File: src/rtl/pipe_stage_elastic.sv
// Decode-to-execute pipeline register with ready/valid handshakes on both sides.
// The stage holds a main entry that drives the execute side. An optional skid
// entry lets the stage register in_ready, so decode never sees a combinational
// path from out_ready. Flush either empties the stage or leaves one NOP bubble.
module pipe_stage_elastic #(
    parameter int          XLEN         = 32,
    parameter logic [31:0] NOP_IR       = 32'h00000013,
    parameter bit          SKID         = 1'b1,
    parameter bit          FLUSH_BUBBLE = 1'b1
) (
    input  logic            clk,
    input  logic            rst,
    input  logic            flush,
    input  logic            in_valid,
    output logic            in_ready,
    input  logic [XLEN-1:0] in_pc,
    input  logic [XLEN-1:0] in_rs1,
    input  logic [XLEN-1:0] in_rs2,
    input  logic [XLEN-1:0] in_imm,
    input  logic [31:0]     in_ir,
    output logic            out_valid,
    input  logic            out_ready,
    output logic [XLEN-1:0] out_pc,
    output logic [XLEN-1:0] out_rs1,
    output logic [XLEN-1:0] out_rs2,
    output logic [XLEN-1:0] out_imm,
    output logic [31:0]     out_ir,
    output logic [1:0]      occ
);

    // Payload is carried as one flat vector: {pc, rs1, rs2, imm, ir}.
    localparam int PW = 4 * XLEN + 32;
    localparam logic [PW-1:0] BUBBLE = {{(4 * XLEN){1'b0}}, NOP_IR};

    typedef enum logic [1:0] {
        EMPTY = 2'd0,
        ONE   = 2'd1,
        FULL  = 2'd2
    } state_t;

    state_t          state;
    logic [PW-1:0]   main_q;
    logic [PW-1:0]   skid_q;
    logic [PW-1:0]   in_bus;
    logic            in_ready_q;
    logic            valid_i;
    logic            in_fire;
    logic            out_fire;

    assign in_bus   = {in_pc, in_rs1, in_rs2, in_imm, in_ir};
    assign valid_i  = (state != EMPTY);

    // With a skid entry in_ready comes straight from a flop; without one the
    // stage can only accept when main is empty or draining this cycle.
    assign in_ready = SKID ? in_ready_q : (!valid_i || out_ready);

    assign in_fire  = in_valid && in_ready;
    assign out_fire = valid_i && out_ready;

    assign out_valid = valid_i;
    assign occ       = (state == FULL) ? 2'd2 : ((state == ONE) ? 2'd1 : 2'd0);
    assign {out_pc, out_rs1, out_rs2, out_imm, out_ir} = main_q;

    // Occupancy state machine, payload registers and registered in_ready.
    always_ff @(posedge clk) begin
        if (rst) begin
            state      <= EMPTY;
            main_q     <= '0;
            skid_q     <= '0;
            in_ready_q <= 1'b1;
        end else if (flush) begin
            in_ready_q <= 1'b1;
            if (FLUSH_BUBBLE) begin
                state  <= ONE;
                main_q <= BUBBLE;
            end else begin
                state  <= EMPTY;
            end
        end else begin
            case (state)
                EMPTY: begin
                    if (in_fire) begin
                        state  <= ONE;
                        main_q <= in_bus;
                    end
                end
                ONE: begin
                    if (in_fire && out_fire) begin
                        main_q <= in_bus;
                    end else if (in_fire) begin
                        if (SKID) begin
                            state      <= FULL;
                            skid_q     <= in_bus;
                            in_ready_q <= 1'b0;
                        end
                    end else if (out_fire) begin
                        state <= EMPTY;
                    end
                end
                FULL: begin
                    if (out_fire) begin
                        state      <= ONE;
                        main_q     <= skid_q;
                        in_ready_q <= 1'b1;
                    end
                end
                default: begin
                    state      <= EMPTY;
                    in_ready_q <= 1'b1;
                end
            endcase
        end
    end

endmodule

File: config.mk
export PLATFORM = sky130hd
export DESIGN_NAME = pipe_stage_elastic
export DESIGN_NICKNAME = d
export VERILOG_FILES = /design/src/rtl/pipe_stage_elastic.sv
export SDC_FILE = /design/constraint.sdc
export NUM_CORES = 1
export LEC_CHECK = 0
export BUFFER_PORTS_ARGS = -buffer_cell sky130_fd_sc_hd__buf_2
export CORE_ASPECT_RATIO = 0.5
export CORE_MARGIN = 4
export CORE_UTILIZATION = 57
export CTS_CLUSTER_DIAMETER = 50
export DETAILED_ROUTE_END_ITERATION = 10
export PLACE_DENSITY_LB_ADDON = 0.1
export REMOVE_ABC_BUFFERS = 1
export SLEW_MARGIN = 20
export SYNTH_ARGS = -nofsm -noshare
export SYNTH_HDL_FRONTEND = slang
export SYNTH_SLANG_ARGS = --single-unit
File: constraint.sdc
create_clock -name clk -period 3.6 [get_ports clk]
set_input_delay 0.36 -clock clk [delete_from_list [all_inputs] [get_ports clk]]
set_output_delay 0.36 -clock clk [all_outputs]
set_load 0.03 [all_outputs]
==> results.json, run 1 <==
{
  "cpPeakStageDelay_ns": 0.59,
  "post-synth-top-area-cell": "dfxtp_1",
  "clk_path_buf_depth": 3,
  "synth.distinct_cells": 29,
  "holdCritPathClass": "in2reg",
  "cts-htree-levels": 1,
  "cp-end-kind": "output pin",
  "vias": 12100,
  "ys_seq_elements": 323,
  "min_period_ns": 2.54,
  "status": "completed",
  "sw_frac_of_total": 0.261,
  "ys_seq_area_frac": 0.508,
  "postCtsSetupBuffers": 0,
  "multiInputGateArea_um2": 5530,
  "cts_buffers": 28,
  "synth_common_cells": "634 x nand2_1, 323 x dfxtp_1, 164 x a21oi_1",
  "crit_type": "reg2out",
  "nets": 2015,
  "timing.final.max_slew_violations": 0,
  "seqPwrFrac": 0.471,
  "finalSetupViolations": 0,
  "io_buffers": 328,
  "dieHeight_um": 114,
  "tns_ns": 0,
  "seq_area_um2": 6470,
  "avgViaCountPerCell": 5.58,
  "synth.area.top_cells": "dfxtp_1 51%, nand2_1 19%, a311oi_1 9.4%",
  "cts-root-buf": "clkbuf_16",
  "finClkSkew_ns": 0.0107,
  "cts-hold-fix-buffers": 0,
  "area_growth_syn_to_layout_pct": 20.5,
  "slew_headroom": 0.326,
  "powerDensity_nw_per_um2": 526,
  "maxCapViolCount": 0,
  "gp_congestion": 0.825,
  "drtIter0Drc": 1181,
  "die_w_um": 219,
  "worst_path_max_delay_cell": "inv_4",
  "r2r_start": "state[1]",
  "cts-resized-gates": 0,
  "fmaxAchievable_mhz": 394,
  "dp_hpwl_um": 23000,
  "fill_cells": 1804,
  "design.portCount": 329,
  "internal-power_mw": 5.96,
  "tightestPinTransition_ns": 1.01,
  "crit_path_start": "state[1]",
  "finalCritPeriodShare": 0.705,
  "clkTransAtPathRegs_ns": 0.06,
  "coreArea_um2": 21800,
  "cts_tree": "done",
  "placed_cell_area_um2": 14300,
  "synth_enable_flop_cells": 0,
  "antenna_left": 0,
  "drive_gt1_frac": 0.228,
  "synth_top_area_share": 0.508,
  "drtPass1Iterations": 5,
  "cellLeakagePower_nw": 6.38,
  "antenna_found_initial": 6,
  "path_max_fanout": 68,
  "grt_use_total": 0.280,
  "drt-total-wl_um": 36400,
  "clk_latency_ns": 0.54,
  "synthArstFlopShare": 0,
  "grt_pass1_vias": 11400,
  "clock_sinks": 323,
  "grt_first_pass_wirelength_um": 58000,
  "p_clk_frac": 0.403,
  "grt_max_degree": 161,
  "overflow": 0,
  "fin_area_um2": 15300,
  "comb_power_share": 0.126,
  "post_synth.cell_area_avg_um2": 7.90,
  "start_kind": "flip-flop",
  "path_cells": "nand2b_4 -> inv_4 -> buf_2",
  "required_ns": 3.24,
  "hp-start": "out_ready",
  "final_hold_viol_count": 0,
  "total_power_mw": 8.06,
  "start_util": 0.583,
  "die_area_um2": 24900,
  "power_switching_mw": 2.11,
  "rsz0062_at_grt": "no",
  "synthCells": 1610,
  "syn-cell-area_um2": 12700,
  "arrival_ns": 2.18,
  "ir_drop_v": 0.000383,
  "rows": 38,
  "drcViolationCount": 0,
  "routedWlPerCell_um": 16.7,
  "synth_top_flop_cell": "dfxtp_1",
  "yosysWarnings": 0,
  "yosysMostFrequentCell": "nand2_1"
}
layer usage:
layer,wire length (um),part of all wire,global-route usage
met1,15500,0.43,0.376
met2,17300,0.48,0.467
met3,2660,0.073,0.0583
met4,938,0.026,0.0711
met5,27,0.00074,0
sequential cells by signal, indices dropped and copies added (netlist names):
register,flops
in_ready,1
skid_q,160
main_q,160
state,2
placed cells by master, fill, tap and decap left out, types with 2 or more instances in the layout:
master and instances:
nand2_1 634, buf_2 327, dfxtp_1 323, a21oi_1 164, nor2_1 158, a311oi_1 137, clkbuf_16 29, a311oi_2 20
buf_4 18, buf_12 8, clkbuf_1 7, a211oi_1 6, nor3_1 5, bufinv_16 5, clkinv_2 5, clkbuf_8 4
diode_2 3, and2_1 3, or2_4 2, inv_1 2
per-stage QoR:
step / setup slack, ns / hold WS [ns] / cells / utilization
6_report: 1.06 / 0.0577 / 2175 / 0.702
3_5_place_dp: 1.28 / 0.446 / 2120 / 0.656
3_3_place_gp: 1.34 / 0.438 / 2120 / 0.656
4_1_cts: 1.03 / 0.0261 / 2172 / 0.702
2_1_floorplan: -4.43 / 0.426 / 1467 / -
5_1_grt: 0.923 / 0.0459 / 2175 / 0.702
cell families (layout without fill, tap and decap cells):
family | Yosys count | count (layout) | share of synthesized area
simple gates | 810 | 810 | 0.243
mux | 1 | 1 | 0.000787
buf+inv | 146 | 408 | 0.0589
other cells | 0 | 3 | 0
flops | 323 | 323 | 0.508
compound gates | 330 | 330 | 0.189
layout make-up:
cell class / instances / share of cell area
inverters: 3 / 0.000898
diodes: 3 / 0.000490
flip-flops and latches: 323 / 0.422
well taps: 300 / 0.0245
clock inverters: 12 / 0.0127
multi-input cells: 1141 / 0.361
clock buffers: 40 / 0.0527
repair buffers: 353 / 0.126
power by group through the flow:
stage | logic [mW] | clock network, mW | registers (mW)
finish | 1.02 | 3.25 | 3.79
global route | 1.11 | 3.48 | 3.81
CTS | 1.02 | 3.32 | 3.79
detailed placement | 1.01 | 0 | 3.87
global placement | 0.991 | 0 | 3.87
floorplan | 0.462 | 0 | 4.06
worst paths after layout:
kind,cells past startpoint,slack (ns),end
worst max-delay path,3,1.06,occ[1]
worst min-delay path,2,0.06,state[1]
worst max register to register,5,1.17,main_q[101]
worst min register to register,2,0.45,skid_q[1]
critical path: cells and delay by family, from the launching register on:
family,cells,cell delay (ns)
AND/OR/NAND/NOR,1,0.13
buffers and inverters,2,0.92
flip-flops,1,0.57
Note: power is estimated with default switching activity, not from simulation.
==> run 2: changes to the inputs <==
- ABC_AREA: not set -> 1
- CORE_UTILIZATION: 57 -> 53
- clock period: 3.6 -> 2.52 ns (I/O delays scaled with it)
==> run 2 against run 1 <==
Net effect:
- register-to-register slack worse by 0.65 ns
- first-iteration DRC count down 29%
- sequential share of layout area down 2.8 points
- clock skew up 0.0086 ns
- combinational power up 45%
- via count up 1.5%
- non-clock buffer count up 71
- synthesized cell count up 11%
- hold slack worse by 0.047 ns
- cell count up 13%
- design area up 7.2%
- largest power group unchanged
- highest routed layer is now met4
==> results.json, run 2 <==
{
  "top_regs": "main_q: 160 flops, skid_q: 160 flops, state: 2 flops",
  "sw_frac_of_total": 0.256,
  "cts_buffers": 28,
  "antenna_found_initial": 0,
  "cts-htree-levels": 1,
  "synth_enable_flop_cells": 0,
  "synth_top_flop_cell": "dfxtp_1",
  "power_switching_mw": 2.96,
  "post-place-cells": 2330,
  "start_util": 0.541,
  "syn-cell-area_um2": 13000,
  "clk_latency_ns": 0.55,
  "dieHeight_um": 119,
  "crit_type": "reg2out",
  "dp_hpwl_um": 22100,
  "yosysWarnings": 0,
  "tightestPinTransition_ns": 0.509,
  "path_cells": "inv_2 -> nand2_4 -> inv_1 -> buf_2",
  "start_kind": "flip-flop",
  "clkTransAtPathRegs_ns": 0.07,
  "synthCells": 1781,
  "comb_power_share": 0.127,
  "finalCritPeriodShare": 0.810,
  "seqPwrFrac": 0.466,
  "yosysMostFrequentCell": "o21ai_0",
  "finalSetupViolations": 0,
  "seq_area_um2": 6470,
  "post_synth.cell_area_avg_um2": 7.31,
  "grt_pass1_vias": 11400,
  "reg2regPathDepth": 7,
  "die_w_um": 230,
  "ir_drop_v": 0.000525,
  "design.portCount": 329,
  "final_hold_viol_count": 0,
  "antennaDiodeCount": 0,
  "required_ns": 2.27,
  "rows": 40,
  "ys_seq_area_frac": 0.497,
  "hold_depth": 3,
  "rsz0062_at_grt": "no",
  "maxCapViolCount": 0,
  "path_max_fanout": 31,
  "clock_sinks": 323,
  "drtPass1Iterations": 6,
  "slew_headroom": 0.660,
  "postCtsSetupBuffers": 0,
  "drcViolationCount": 0,
  "cp-end-kind": "output pin",
  "synth_common_cells": "436 x o21ai_0, 323 x dfxtp_1, 250 x nand2_1, 250 x nor2_1, 196 x a21oi_1",
  "worst_path_max_delay_cell": "dfxtp_1",
  "drt-total-wl_um": 35100,
  "grt_use_total": 0.247,
  "internal-power_mw": 8.63,
  "min_period_ns": 2.04,
  "cts-root-buf": "clkbuf_16",
  "cellLeakagePower_nw": 7.31,
  "cts_tree": "done",
  "die_area_um2": 27300,
  "overflow": 0,
  "dp_slack_ns": 0.686,
  "fin_util": 0.683,
  "layout_setup_ws_ns": 0.480,
  "p_clk_frac": 0.407,
  "synth_top_area_share": 0.497,
  "timing.final.max_slew_violations": 0,
  "drtIter0Drc": 838,
  "gp_congestion": 0.777,
  "grt_max_degree": 107,
  "synth.area.top_cells": "dfxtp_1 50%, o21ai_0 17%, a21oi_1 7.5%",
  "post-synth-top-area-cell": "dfxtp_1",
  "powerDensity_nw_per_um2": 705,
  "coreArea_um2": 24100,
  "ys_seq_elements": 323,
  "area_growth_syn_to_layout_pct": 26.2,
  "final_common_cell": "o21ai_0",
  "io_buffers": 328,
  "routedWlPerCell_um": 14.3,
  "drive_gt1_frac": 0.193,
  "avgViaCountPerCell": 5.02,
  "clk_path_buf_depth": 3,
  "cpPeakStageDelay_ns": 0.42,
  "finClkSkew_ns": 0.0193,
  "final_cell_mix": "436 x o21ai_0, 328 x buf_2, 323 x dfxtp_1",
  "fmaxAchievable_mhz": 490,
  "vias": 12300,
  "holdCritPathClass": "in2reg",
  "status": "completed",
  "synthArstFlopShare": 0,
  "multiInputGateArea_um2": 5170,
  "arrival_ns": 1.79,
  "synth.distinct_cells": 19,
  "antenna_left": 0,
  "nets": 2262,
  "grt_first_pass_wirelength_um": 57000,
  "fill_cells": 2111,
  "total_power_mw": 11.6,
  "finalNonFillerCells": 2455
}
run 2: changes by cell type after synthesis, sizes merged, moves of 9 or more:
cell / change
nand2: -383
inv: +165
o21ai: +441
a21oi: +32
a311oi: -157
nor2: +94
buf: -9
run 2: path summary, 6_finish.rpt:
| kind | startpoint | to | slack (ns) |
|---|---|---|---|
| max | state[0] | occ[1] | 0.48 |
| min | in_rs1[1] | skid_q[97] | 0.01 |
| max reg2reg | state[1] | skid_q[0] | 0.52 |
| min reg2reg | skid_q[33] | skid_q[33] | 0.45 |
run 2: routing by layer:
metal / GRT usage / up-vias / routed length [um]
met3: 0.0392 / 76 / 1700
met1: 0.325 / 5551 / 15600
li1: - / 6379 / -
met5: 0 / - / 0
met4: 0.0759 / 0 / 1100
met2: 0.422 / 306 / 16600
run 2: critical path: cells and delay by family, from the launching register on:
kind / cells / cell delay (ns)
buffers and inverters: 3 / 0.50
and+or+nand+nor: 1 / 0.32
DFF: 1 / 0.42
run 2: area by class of cell:
class	instances	area share
clock buffer	39	0.0501
inverter	168	0.0386
timing repair buffer	424	0.166
tap	336	0.0256
multi-input combinational	1152	0.315
clock inverter	13	0.0118
sequential	323	0.394
run 2: cell families after synthesis:
family	count (synthesis)	share of synthesized area
buffers and inverters	306	0.107
AO/OA/AOI/OAI	637	0.245
flip-flops	323	0.497
AND/OR/NAND/NOR	515	0.151
run 2: power groups by stage:
stage | combinational (mW) | clock (mW) | sequential (mW)
floorplan | 0.632 | 0 | 5.74
global placement | 1.37 | 0 | 5.51
detailed placement | 1.38 | 0 | 5.51
CTS | 1.48 | 4.80 | 5.40
global route | 1.65 | 5.03 | 5.41
finish | 1.48 | 4.72 | 5.40
run 2: repair_timing:
| item | in CTS | in global routing |
|---|---|---|
| gates resized for setup | 0 | 0 |
| setup endpoints to repair | 0 | 0 |
| hold buffers | 73 | 0 |
| hold endpoints to repair | 72 | 0 |
run 2: metrics by stage:
stage	area [um2]	TNS (ns)	hold slack, ns
3_5_place_dp	14700	0	0.436
4_1_cts	16400	0	0.000627
6_report	16400	0	0.0107
3_3_place_gp	14700	0	0.432
2_1_floorplan	12300	-953.40	0.321
5_1_grt	16400	0	0.00928
